[src/rtl/output_row_buffer.sv]
// ----------------------------------------------------------------------------
// output_row_buffer
//
// Downstream stage of the NPU activation unit. Each activated row arrives as
// a one-cycle pulse with no backpressure toward the producer. The row is
// captured into a small row FIFO. Rows leave the FIFO one element per beat
// over a valid/ready interface toward the output cache / DMA writer.
// A row that arrives while the FIFO is full is dropped, and the sticky
// overflow flag records the drop.
//
// Optional feature (compile-time macro OUTBUF_DROP_COUNT_EN):
//   When the macro is defined, the block adds an 8-bit saturating drop_count
//   output that counts dropped rows. When it is undefined, only the sticky
//   overflow flag reports drops.
//
// Ports:
//   clk         in   rising-edge clock
//   rst_n       in   asynchronous active-low reset
//   clear       in   synchronous flush of all contents and flags (highest priority)
//   row_in      in   flat row; element i at [i*DATA_WIDTH +: DATA_WIDTH]
//   row_valid   in   row_in is valid this cycle
//   elem_out    out  current element of the head row
//   elem_valid  out  elem_out is valid
//   elem_ready  in   consumer accepts elem_out
//   elem_last   out  elem_out is column MATRIX_SIZE-1 of its row
//   row_count   out  rows stored, counting a partially drained head row
//   full        out  row_count == DEPTH
//   empty       out  row_count == 0
//   overflow    out  sticky; at least one row was dropped
//   drop_count  out  (OUTBUF_DROP_COUNT_EN only) saturating count of dropped rows
// ----------------------------------------------------------------------------
module output_row_buffer #(
    parameter int DATA_WIDTH  = 16,
    parameter int MATRIX_SIZE = 8,
    parameter int DEPTH       = 4
) (
    input  logic                              clk,
    input  logic                              rst_n,
    input  logic                              clear,
    input  logic [MATRIX_SIZE*DATA_WIDTH-1:0] row_in,
    input  logic                              row_valid,
    output logic [DATA_WIDTH-1:0]             elem_out,
    output logic                              elem_valid,
    input  logic                              elem_ready,
    output logic                              elem_last,
    output logic [$clog2(DEPTH):0]            row_count,
    output logic                              full,
    output logic                              empty,
    output logic                              overflow
`ifdef OUTBUF_DROP_COUNT_EN
    ,
    output logic [7:0]                        drop_count
`endif
);

    localparam int ROW_W = MATRIX_SIZE * DATA_WIDTH;
    localparam int PTR_W = $clog2(DEPTH);
    localparam int CNT_W = PTR_W + 1;
    localparam int COL_W = (MATRIX_SIZE > 1) ? $clog2(MATRIX_SIZE) : 1;
    localparam logic [COL_W-1:0] LAST_COL = COL_W'(MATRIX_SIZE - 1);

    typedef enum logic {
        S_EMPTY  = 1'b0,
        S_STREAM = 1'b1
    } state_t;

    state_t             state, state_next;
    logic [ROW_W-1:0]   mem [DEPTH];
    logic [ROW_W-1:0]   head_row;
    logic [PTR_W-1:0]   wr_ptr, rd_ptr;
    logic [COL_W-1:0]   col;
    logic [CNT_W-1:0]   count_next;
    logic               wr_en;
    logic               drop;
    logic               xfer;
    logic               row_done;

    // full is the pre-edge value. A row arriving while full is dropped even if
    // the head row completes at the same edge.
    assign full     = (row_count == CNT_W'(DEPTH));
    assign empty    = (row_count == '0);
    assign wr_en    = row_valid && !full && !clear;
    assign drop     = row_valid && full;

    // The transfer uses the state directly rather than elem_valid. This keeps
    // the output decode and the next-state logic free of any combinational
    // loop between them.
    assign xfer     = (state == S_STREAM) && elem_ready;
    assign row_done = xfer && (col == LAST_COL);
    assign head_row = mem[rd_ptr];

    always_comb begin
        count_next = row_count;
        unique case ({wr_en, row_done})
            2'b10:   count_next = row_count + CNT_W'(1);
            2'b01:   count_next = row_count - CNT_W'(1);
            default: count_next = row_count;  // idle, or a write and a completion together
        endcase
    end

    // NOTE: the row storage has no reset. Valid data is tracked by row_count
    // and the pointers, and elem_out is forced to zero outside STREAM. Stale
    // slot contents therefore never reach the outputs.
    always_ff @(posedge clk) begin
        if (wr_en) begin
            mem[wr_ptr] <= row_in;
        end
    end

    // NOTE: registered state uses non-blocking assignments only. Every
    // always_ff then reads the pre-edge values regardless of evaluation order.
    always_ff @(posedge clk or negedge rst_n) begin
        if (!rst_n) begin
            wr_ptr    <= '0;
            rd_ptr    <= '0;
            col       <= '0;
            row_count <= '0;
            overflow  <= 1'b0;
        end else if (clear) begin
            wr_ptr    <= '0;
            rd_ptr    <= '0;
            col       <= '0;
            row_count <= '0;
            overflow  <= 1'b0;
        end else begin
            if (wr_en) begin
                // DEPTH is a power of two, so the natural wrap is modulo DEPTH.
                wr_ptr <= wr_ptr + PTR_W'(1);
            end
            if (xfer) begin
                if (col == LAST_COL) begin
                    col    <= '0;
                    rd_ptr <= rd_ptr + PTR_W'(1);
                end else begin
                    col    <= col + COL_W'(1);
                end
            end
            row_count <= count_next;
            if (drop) begin
                overflow <= 1'b1;
            end
        end
    end

`ifdef OUTBUF_DROP_COUNT_EN
    always_ff @(posedge clk or negedge rst_n) begin
        if (!rst_n) begin
            drop_count <= '0;
        end else if (clear) begin
            drop_count <= '0;
        end else if (drop && (drop_count != 8'hFF)) begin
            drop_count <= drop_count + 8'd1;
        end
    end
`endif

    // Serializer state register.
    always_ff @(posedge clk or negedge rst_n) begin
        if (!rst_n) begin
            state <= S_EMPTY;
        end else begin
            state <= state_next;
        end
    end

    // NOTE: every output of this block gets a default before the case. No path
    // leaves a variable unassigned, so no latch is inferred.
    always_comb begin
        state_next = state;
        elem_valid = 1'b0;
        elem_last  = 1'b0;
        elem_out   = '0;
        unique case (state)
            S_EMPTY: begin
                if (wr_en) begin
                    state_next = S_STREAM;
                end
            end
            S_STREAM: begin
                elem_valid = 1'b1;
                elem_last  = (col == LAST_COL);
                elem_out   = head_row[col*DATA_WIDTH +: DATA_WIDTH];
                if (clear || (count_next == '0)) begin
                    state_next = S_EMPTY;
                end
            end
            default: state_next = S_EMPTY;
        endcase
    end

endmodule

[config.mk]
export PLATFORM = sky130hd
export DESIGN_NAME = output_row_buffer
export DESIGN_NICKNAME = d
export VERILOG_FILES = /design/src/rtl/output_row_buffer.sv
export SDC_FILE = /design/constraint.sdc
export NUM_CORES = 1
export LEC_CHECK = 0
export CORE_MARGIN = 1
export CORE_UTILIZATION = 52
export DETAILED_ROUTE_END_ITERATION = 10
export GPL_TIMING_DRIVEN = 1
export PLACE_DENSITY = 0.74
export SYNTH_ARGS = -nofsm -noshare
export SYNTH_HDL_FRONTEND = slang
export SYNTH_SLANG_ARGS = --single-unit
[constraint.sdc]
create_clock -name clk -period 4.4 [get_ports clk]
set_input_delay 0.66 -clock clk [delete_from_list [all_inputs] [get_ports clk]]
set_output_delay 0.66 -clock clk [all_outputs]
set_load 0.01 [all_outputs]
Word-level counts from Yosys, hierarchy flattened
Memory sizes are Yosys's and may differ from the RTL's. Cells that the tools add are included.

Bits in writable memories: 512. Register bits after elaboration: 12. Word-level logic and storage cells: 52. Memories: 1.

Memories: mem (depth 4, bits a word 128, read ports 1, clocked after Yosys merged registers in 0, write ports 1, line 68) `logic [ROW_W-1:0] mem [DEPTH];`.

Bitwise gates (word level): 1. $add $sub $neg: 5. Shift-type cells: 1. Equality and inequality tests: 4. Reduce and logical (&&, ||, !) cells: 15. Mux-type cells: 19.

Operators by type and width (number): variable part select 128 x 8 -> 16 bit (1); 2-to-1 mux 16 bit (1); 2-to-1 mux 3 bit (4); 2-to-1 mux 2 bit (5); nonzero test 2 bit (4); 2-to-1 mux 1 bit (7); adder 3 x 1 -> 3 bit (second input constant) (2); == test 3 bit (second input constant) (2); zero test 3 bit (2); one-hot mux 3 bit (2 select lines) (1); logical AND 1 bit (5); adder 2 x 1 -> 2 bit (second input constant) (2); subtractor 3 x 1 -> 3 bit (second input constant) (1); == test 2 x 1 -> 1 bit (second input constant) (1); == test 2 bit (second input constant) (1); zero test 1 bit (2); one-hot mux 1 bit (2 select lines) (1); AND reduction 2 bit (1); logical OR 1 bit (1); inverter 1 bit (1).

Longest topological paths before layout
Gate-level depths: netlist of run 1.

Depth after elaboration: 10. Gate-level depth with buffers: 10. Mapped depth without buffers: 10.

Least setup slack after synthesis of run 1
Ideal clock, no wire load.

Path kind: input -> register. From: input port row_valid. To: memory mem[0][0] (netlist bit), enable pin. Buffers on the path: 0. Library setup time: 0.503 ns. Data arrival time: 4.057 ns. Data required time: 3.897 ns. Setup slack: -0.159 ns. Stages: 3. Path through: a21bo_2 > nor2_1 > and2_1.

Longest elaborated chain between the ends: 4.

RTL lines: from (decl) (line 41) `input logic row_valid,`; logical AND 1 bit (2 in a row) (line 82) `assign wr_en = row_valid && !full && !clear;`; 2-to-1 mux 1 bit (line 105) `if (wr_en) begin`; 2-to-1 mux 1 bit (implied by the code) (line 106) `mem[wr_ptr] <= row_in;`; to (decl) (line 68).

No other way between the ends.

Worst setup path in the final report of run 1
From: register rd_ptr[0]. To: output port elem_out[5].

Longest elaborated chain between the ends: 3.

RTL lines: from (decl) (line 70) `logic [PTR_W-1:0] wr_ptr, rd_ptr;`; from (signal assigned) (line 133) `rd_ptr <= rd_ptr + PTR_W'(1);`; memory read (4 x 128 bit); variable part select 128 x 8 -> 16 bit (line 182) `elem_out = head_row[col*DATA_WIDTH +: DATA_WIDTH];`; 2-to-1 mux 16 bit (line 173) `unique case (state)`; to (decl) (line 42) `output logic [DATA_WIDTH-1:0] elem_out,`.

No other way between the ends.

==> impl_metrics.tcl, run 1 <==
set metrics [dict create \
    slew_headroom 0.495 \
    dp.cells 1561 \
    port_buffers 156 \
    viasPerCell 5.93 \
    skew_ns 0.0228 \
    drc_errors 0 \
    clk_pin_slew_ns 0.06 \
    synth.net_count 1039 \
    wl_per_cell_um 26.4 \
    drive_above_1_share 0.187 \
    cp.required_ns 3.74 \
    grt_remaining_overflow 0 \
    r2r_setup_slack_ns 1.78 \
    path_cells "buf_12, mux4_1, mux2_2, o221ai_1, a31oi_1, clkdlybuf4s50_1" \
    wl_um 43800 \
    first_pass_iters 5 \
    die_h_um 200 \
    clockRootBuffer "clkbuf_16" \
    postRouteAntennaNets 0 \
    core_sq_um 38600 \
    ys_warn_count 0 \
    synth_cell_types 34 \
    clock_path_buffers 3 \
    dieArea_sq_um 39900 \
    htreeDepth 2 \
    reg2reg_to "state" \
    die_w_um 200 \
    period_share 0.951 \
    initial_utilization 0.526 \
    crit_fanout 33 \
    arrival_ns 3.53 \
    grt_pass1_wl_um 64600 \
    ir_drop_mv 0.359 \
    critPathKind "flip-flop to output port" \
    grtUsageTotal 0.227 \
    cts_buffers 51 \
    outcome "finished clean" \
    power.density_nw_per_um2 419 \
    nNetsFinal 1237 \
    syn_area_per_cell_sq_um 22.6 \
    grt_pass1_vias 10200 \
    cp_slowest_cell "dfrtp_4" \
    antenna_found_initial 6 \
    end_kind "output port" \
    io_pins 157 \
    ys_ff_latch 524 \
    clock_sinks 524 \
    max_stage_delay_ns 0.62 \
    grt_max_degree 46 \
    min_path_type "primary input to asynchronous set/reset pin" \
    ff2ff_path_depth 9 \
    setup_tns_ns 0 \
    post-dp-hpwl_um 28500 \
    gp_congestion 0.792 \
    stdcell_count 1658 \
    startpoint_type "flip-flop" \
    finalHoldViolations 0 \
    seq_area_frac_synth 0.771 \
    drt_iter0_drc 872 \
    cts_tree "built" \
    finalCriticalPeriod_ns 4.19 \
    dr_total_vias 9833 \
    n_fill_cell 2587 \
    p_leak_nw 7.58 \
    core.rowCount 72 \
    synth_cells 898 \
    fmax_mhz 239 \
    hold_buffers 0 \
    grt_setup_unrepaired "false" \
    setup_violations 0 \
    whs_ns 0.458 \
    tightestPinTransition_ns 0.757 \
    r2r_start "col[1]" \
    maxSlewViolCount 0 \
    syn_to_final_growth_pct 19.2 \
    cap_violations 0 \
    post_cts_buffers 0 \
    clk_latency_ns 0.58 \
    syn_area_sq_um 20300 \
    cts_resized 0 \
]
==> worst max path at each step <==
stage | from | to | slack (ns) | cells after the start
finish | rd_ptr[0] | elem_out[5] | 0.21 | 6
global route | rd_ptr[0] | elem_out[15] | 0.03 | 6
CTS | rd_ptr[0] | elem_out[5] | 0.18 | 6
detailed placement | rd_ptr[0] | elem_out[15] | 0.84 | 6
global placement | rd_ptr[0] | elem_out[15] | 0.85 | 6
floorplan | row_valid | mem[0][0] | 1.27 | 3
==> sequential cells by signal (all words and copies together), names as in the netlist <==
name and flops:
col 3, mem 512, overflow 1, rd_ptr 2
row_count 3, state 1, wr_ptr 2
==> final cells by class <==
type | count | area [sq um] | share of cell area
clock inverters | 17 | 96.3 | 0.00397
clock buffers | 76 | 1410 | 0.0582
diodes | 4 | 10.0 | 0.000413
repair buffers | 195 | 2020 | 0.0832
inverters | 5 | 18.8 | 0.000774
well taps | 518 | 648 | 0.0267
flip-flops and latches | 524 | 15700 | 0.647
multi-input cells | 319 | 4370 | 0.180
==> power by group <==
part / leakage (nW) / internal [mW] / switching [mW]
combinational: 2.04 / 0.247 / 0.279
clock: 0.727 / 2.22 / 1.75
sequential: 4.81 / 5.62 / 0.0350
==> cell usage after synthesis <==
master | n | area share
nand3_1 | 2 | 0.00049
dfrtp_1 | 12 | 0.015
nor2b_1 | 2 | 0.00062
clkbuf_1 | 25 | 0.0046
edfxtp_1 | 512 | 0.76
and2_1 | 7 | 0.0022
or2_2 | 1 | 0.00031
mux4_2 | 68 | 0.075
xor2_1 | 2 | 0.00086
xnor2_1 | 4 | 0.0017
buf_2 | 8 | 0.0020
nand2_1 | 10 | 0.0018
buf_6 | 8 | 0.0044
a31oi_1 | 16 | 0.0049
ha_1 | 7 | 0.0043
fa_1 | 1 | 0.00098
nor2_1 | 16 | 0.0030
buf_1 | 1 | 0.00018
a21oi_1 | 5 | 0.0012
a221oi_1 | 14 | 0.0060
nor3_1 | 2 | 0.00049
a21bo_2 | 1 | 0.00049
a22oi_1 | 16 | 0.0059
o2111ai_1 | 3 | 0.0013
buf_4 | 8 | 0.0030
nand2b_1 | 1 | 0.00031
and3_1 | 1 | 0.00031
mux4_1 | 44 | 0.057
inv_1 | 5 | 0.00092
o21ai_0 | 13 | 0.0032
mux2_2 | 32 | 0.018
mux2i_1 | 34 | 0.017
nor3b_1 | 1 | 0.00037
o221ai_1 | 16 | 0.0069
==> per-layer routing <==
layer	global-route usage	up-vias	part of all wire
li1	-	4262	-
met2	0.370	394	0.50
met4	0.0642	6	0.021
met5	0	-	0.00082
met3	0.0558	70	0.080
met1	0.309	5101	0.40
==> logic make-up (layout without fill, tap and decap cells) <==
family | count (synthesis) | in the layout | synth area share
adder cells (fa/ha/maj) | 8 | 8 | 0.00529
flip-flops | 524 | 524 | 0.771
XOR/XNOR | 6 | 6 | 0.00258
buffers and inverters | 55 | 293 | 0.0151
other | 0 | 4 | 0
AND/OR/NAND/NOR | 43 | 43 | 0.00984
multiplexers | 178 | 178 | 0.167
AO/OA/AOI/OAI | 84 | 84 | 0.0300
==> per-stage QoR <==
step	cell area, sq um	setup slack, ns	total power, mW	utilization
5_1_grt	24200	0.0286	10.5	0.627
4_1_cts	24200	0.184	10.2	0.627
6_report	24300	0.214	10.2	0.628
3_5_place_dp	22700	0.836	6.29	0.588
3_3_place_gp	22700	0.855	6.27	0.588
2_1_floorplan	20300	1.27	5.96	-
==> placed cells by master, fill, tap and decap left out, types with 4 or more instances in the layout <==
master	instances
xnor2_1	4
inv_1	4
clkdlybuf4s50_1	156
a221oi_1	14
a21oi_1	5
buf_12	13
nand2_1	10
mux2_2	32
mux4_1	44
ha_1	7
dfrtp_1	10
clkbuf_1	22
a31oi_1	16
o21ai_0	13
nor2_1	16
clkinv_1	7
buf_4	26
and2_4	4
edfxtp_1	512
clkbuf_16	52
diode_2	4
o221ai_1	16
mux2i_1	34
clkinv_2	6
a22oi_1	16
mux4_2	68
==> critical path, delay by kind of cell, from the launching register on <==
kind / cells / cell delay, ns
compound gates: 2 / 0.58
flops: 1 / 0.62
buf+inv: 2 / 0.80
mux: 2 / 0.91
(Power assumes the default switching activity.)
==> inputs of run 2 (changes only) <==
--- a/config.mk
+++ b/config.mk
@@ -5,6 +5,8 @@
 export SDC_FILE = /design/constraint.sdc
 export NUM_CORES = 1
 export LEC_CHECK = 0
+export CAP_MARGIN = 20
+export CORE_ASPECT_RATIO = 1.1
 export CORE_MARGIN = 1
 export CORE_UTILIZATION = 52
 export DETAILED_ROUTE_END_ITERATION = 10
==> impl_metrics.tcl, run 2 (same netlist as run 1, synthesis figures left out) <==
set metrics [dict create \
    outcome "finished clean" \
    gp_congestion 0.752 \
    drive_above_1_share 0.186 \
    cap_violations 0 \
    io_pins 157 \
    crit_fanout 37 \
    r2r_setup_slack_ns 1.83 \
    clockRootBuffer "clkbuf_16" \
    grt_max_degree 73 \
    whs_ns 0.440 \
    grt_setup_unrepaired "false" \
    grtUsageTotal 0.222 \
    setup_tns_ns 0 \
    slew_headroom 0.486 \
    largestRegisters "mem (512), col (3), row_count (3)" \
    internal_power_mw 8.33 \
    critPathKind "flip-flop to output port" \
    grt_pass1_vias 10200 \
    die_w_um 191 \
    clock_path_buffers 3 \
    core.rowCount 75 \
    clk_latency_ns 0.59 \
    p_comb_frac 0.050 \
    layout_commonest_cell "edfxtp_1" \
    n_fill_cell 2511 \
    end_kind "output port" \
    grt_remaining_overflow 0 \
    cp.required_ns 3.74 \
    wl_um 43400 \
    viasPerCell 6.03 \
    final_cell_mix "512 x edfxtp_1, 156 x clkdlybuf4s50_1, 68 x mux4_2" \
    largest_reg_flops 512 \
    startpoint_type "flip-flop" \
    core_sq_um 38400 \
    post-dp-hpwl_um 27600 \
    die_h_um 209 \
    cts_buffers 52 \
    finalWorstSetupSlack_ns 0.209 \
    setup_violations 0 \
    arrival_ns 3.53 \
    cts_tree "built" \
    clkPwrFrac 0.407 \
    finalCriticalPeriod_ns 4.19 \
    cts_resized 0 \
    utilization 0.633 \
    postRouteAntennaNets 0 \
    skew_ns 0.0327 \
    p_seq_frac 0.544 \
    syn_to_final_growth_pct 19.5 \
    sw_frac_of_total 0.200 \
    grt_pass1_wl_um 63800 \
    nNetsFinal 1231 \
    largest_register "mem" \
    p_leak_nw 7.61 \
    fmax_mhz 239 \
    dr_total_vias 9836 \
    min_path_type "primary input to asynchronous set/reset pin" \
    port_buffers 156 \
    clk_pin_slew_ns 0.07 \
    wl_per_cell_um 26.6 \
    hold_buffers 0 \
    dieArea_sq_um 39900 \
    first_pass_iters 5 \
    drt_iter0_drc 718 \
    tightestPinTransition_ns 0.771 \
    initial_utilization 0.530 \
    drc_errors 0 \
    multi_input_area_sq_um 4370 \
    pre_cts_slack_ns 0.865 \
    regArea_sq_um 15700 \
    design_power_total_mw 10.4 \
    period_share 0.953 \
    ir_drop_mv 0.361 \
    htreeDepth 2 \
    power.density_nw_per_um2 428 \
    switchingPower_mw 2.08 \
    finalHoldViolations 0 \
    antenna_found_initial 7 \
    maxSlewViolCount 0 \
    clock_sinks 524 \
    post_cts_buffers 0 \
]
[run 2: cell types whose count changed in the layout (fill, tap and decap cells not counted), sizes merged]
cell,before,now
clkbuf,76,65
clkinvlp,2,3
bufinv,0,4
diode,4,2
clkinv,14,21
buf,39,32
inv,6,5
[run 2: power by group through the flow]
stage	sequential, mW	combinational, mW	clock (mW)
floorplan	5.76	0.199	0
global placement	5.76	0.510	0
detailed placement	5.77	0.520	0
CTS	5.66	0.523	4.31
global route	5.67	0.550	4.49
finish	5.66	0.516	4.24
[run 2: critical path: stages, from the launching register on]
cell             delay (ns)
dfrtp_4                0.57
buf_12                 0.30
mux4_1                 0.58
mux2_2                 0.29
o221ai_1               0.50
a31oi_1                0.14
clkdlybuf4s50_1        0.52
[run 2: per-stage QoR]
stage / std cells / instance area, sq um
floorplan: 898 / 20300
global placement: 1536 / 22700
detailed placement: 1536 / 22700
CTS: 1629 / 24300
global route: 1630 / 24300
finish: 1631 / 24300
[run 2: routing by layer]
metal  wire, um  global-route usage  part of all wire
met1      17100               0.297              0.39
met2      21500               0.355              0.49
met4       1140              0.0781             0.026
met5         64                   0            0.0015
met3       3640              0.0587             0.084
[run 2: cell type report]
type / instances / share of cell area
Clock inverter: 28 / 0.00998
Tap cell: 500 / 0.0257
Timing Repair Buffer: 188 / 0.0813
Multi-Input combinational cell: 319 / 0.180
Antenna cell: 2 / 0.000206
Inverter: 5 / 0.000772
Clock buffer: 65 / 0.0573
Sequential cell: 524 / 0.645
[run 2: path summary, 6_finish.rpt]
check	start	to	cells past startpoint
min	rst_n	wr_ptr[0]	1
max	rd_ptr[0]	elem_out[13]	6
max reg2reg	state	state	8
max in group asynchronous	rst_n	rd_ptr[1]	1
min reg2reg	overflow	overflow	2
min in group clk	overflow	overflow	2
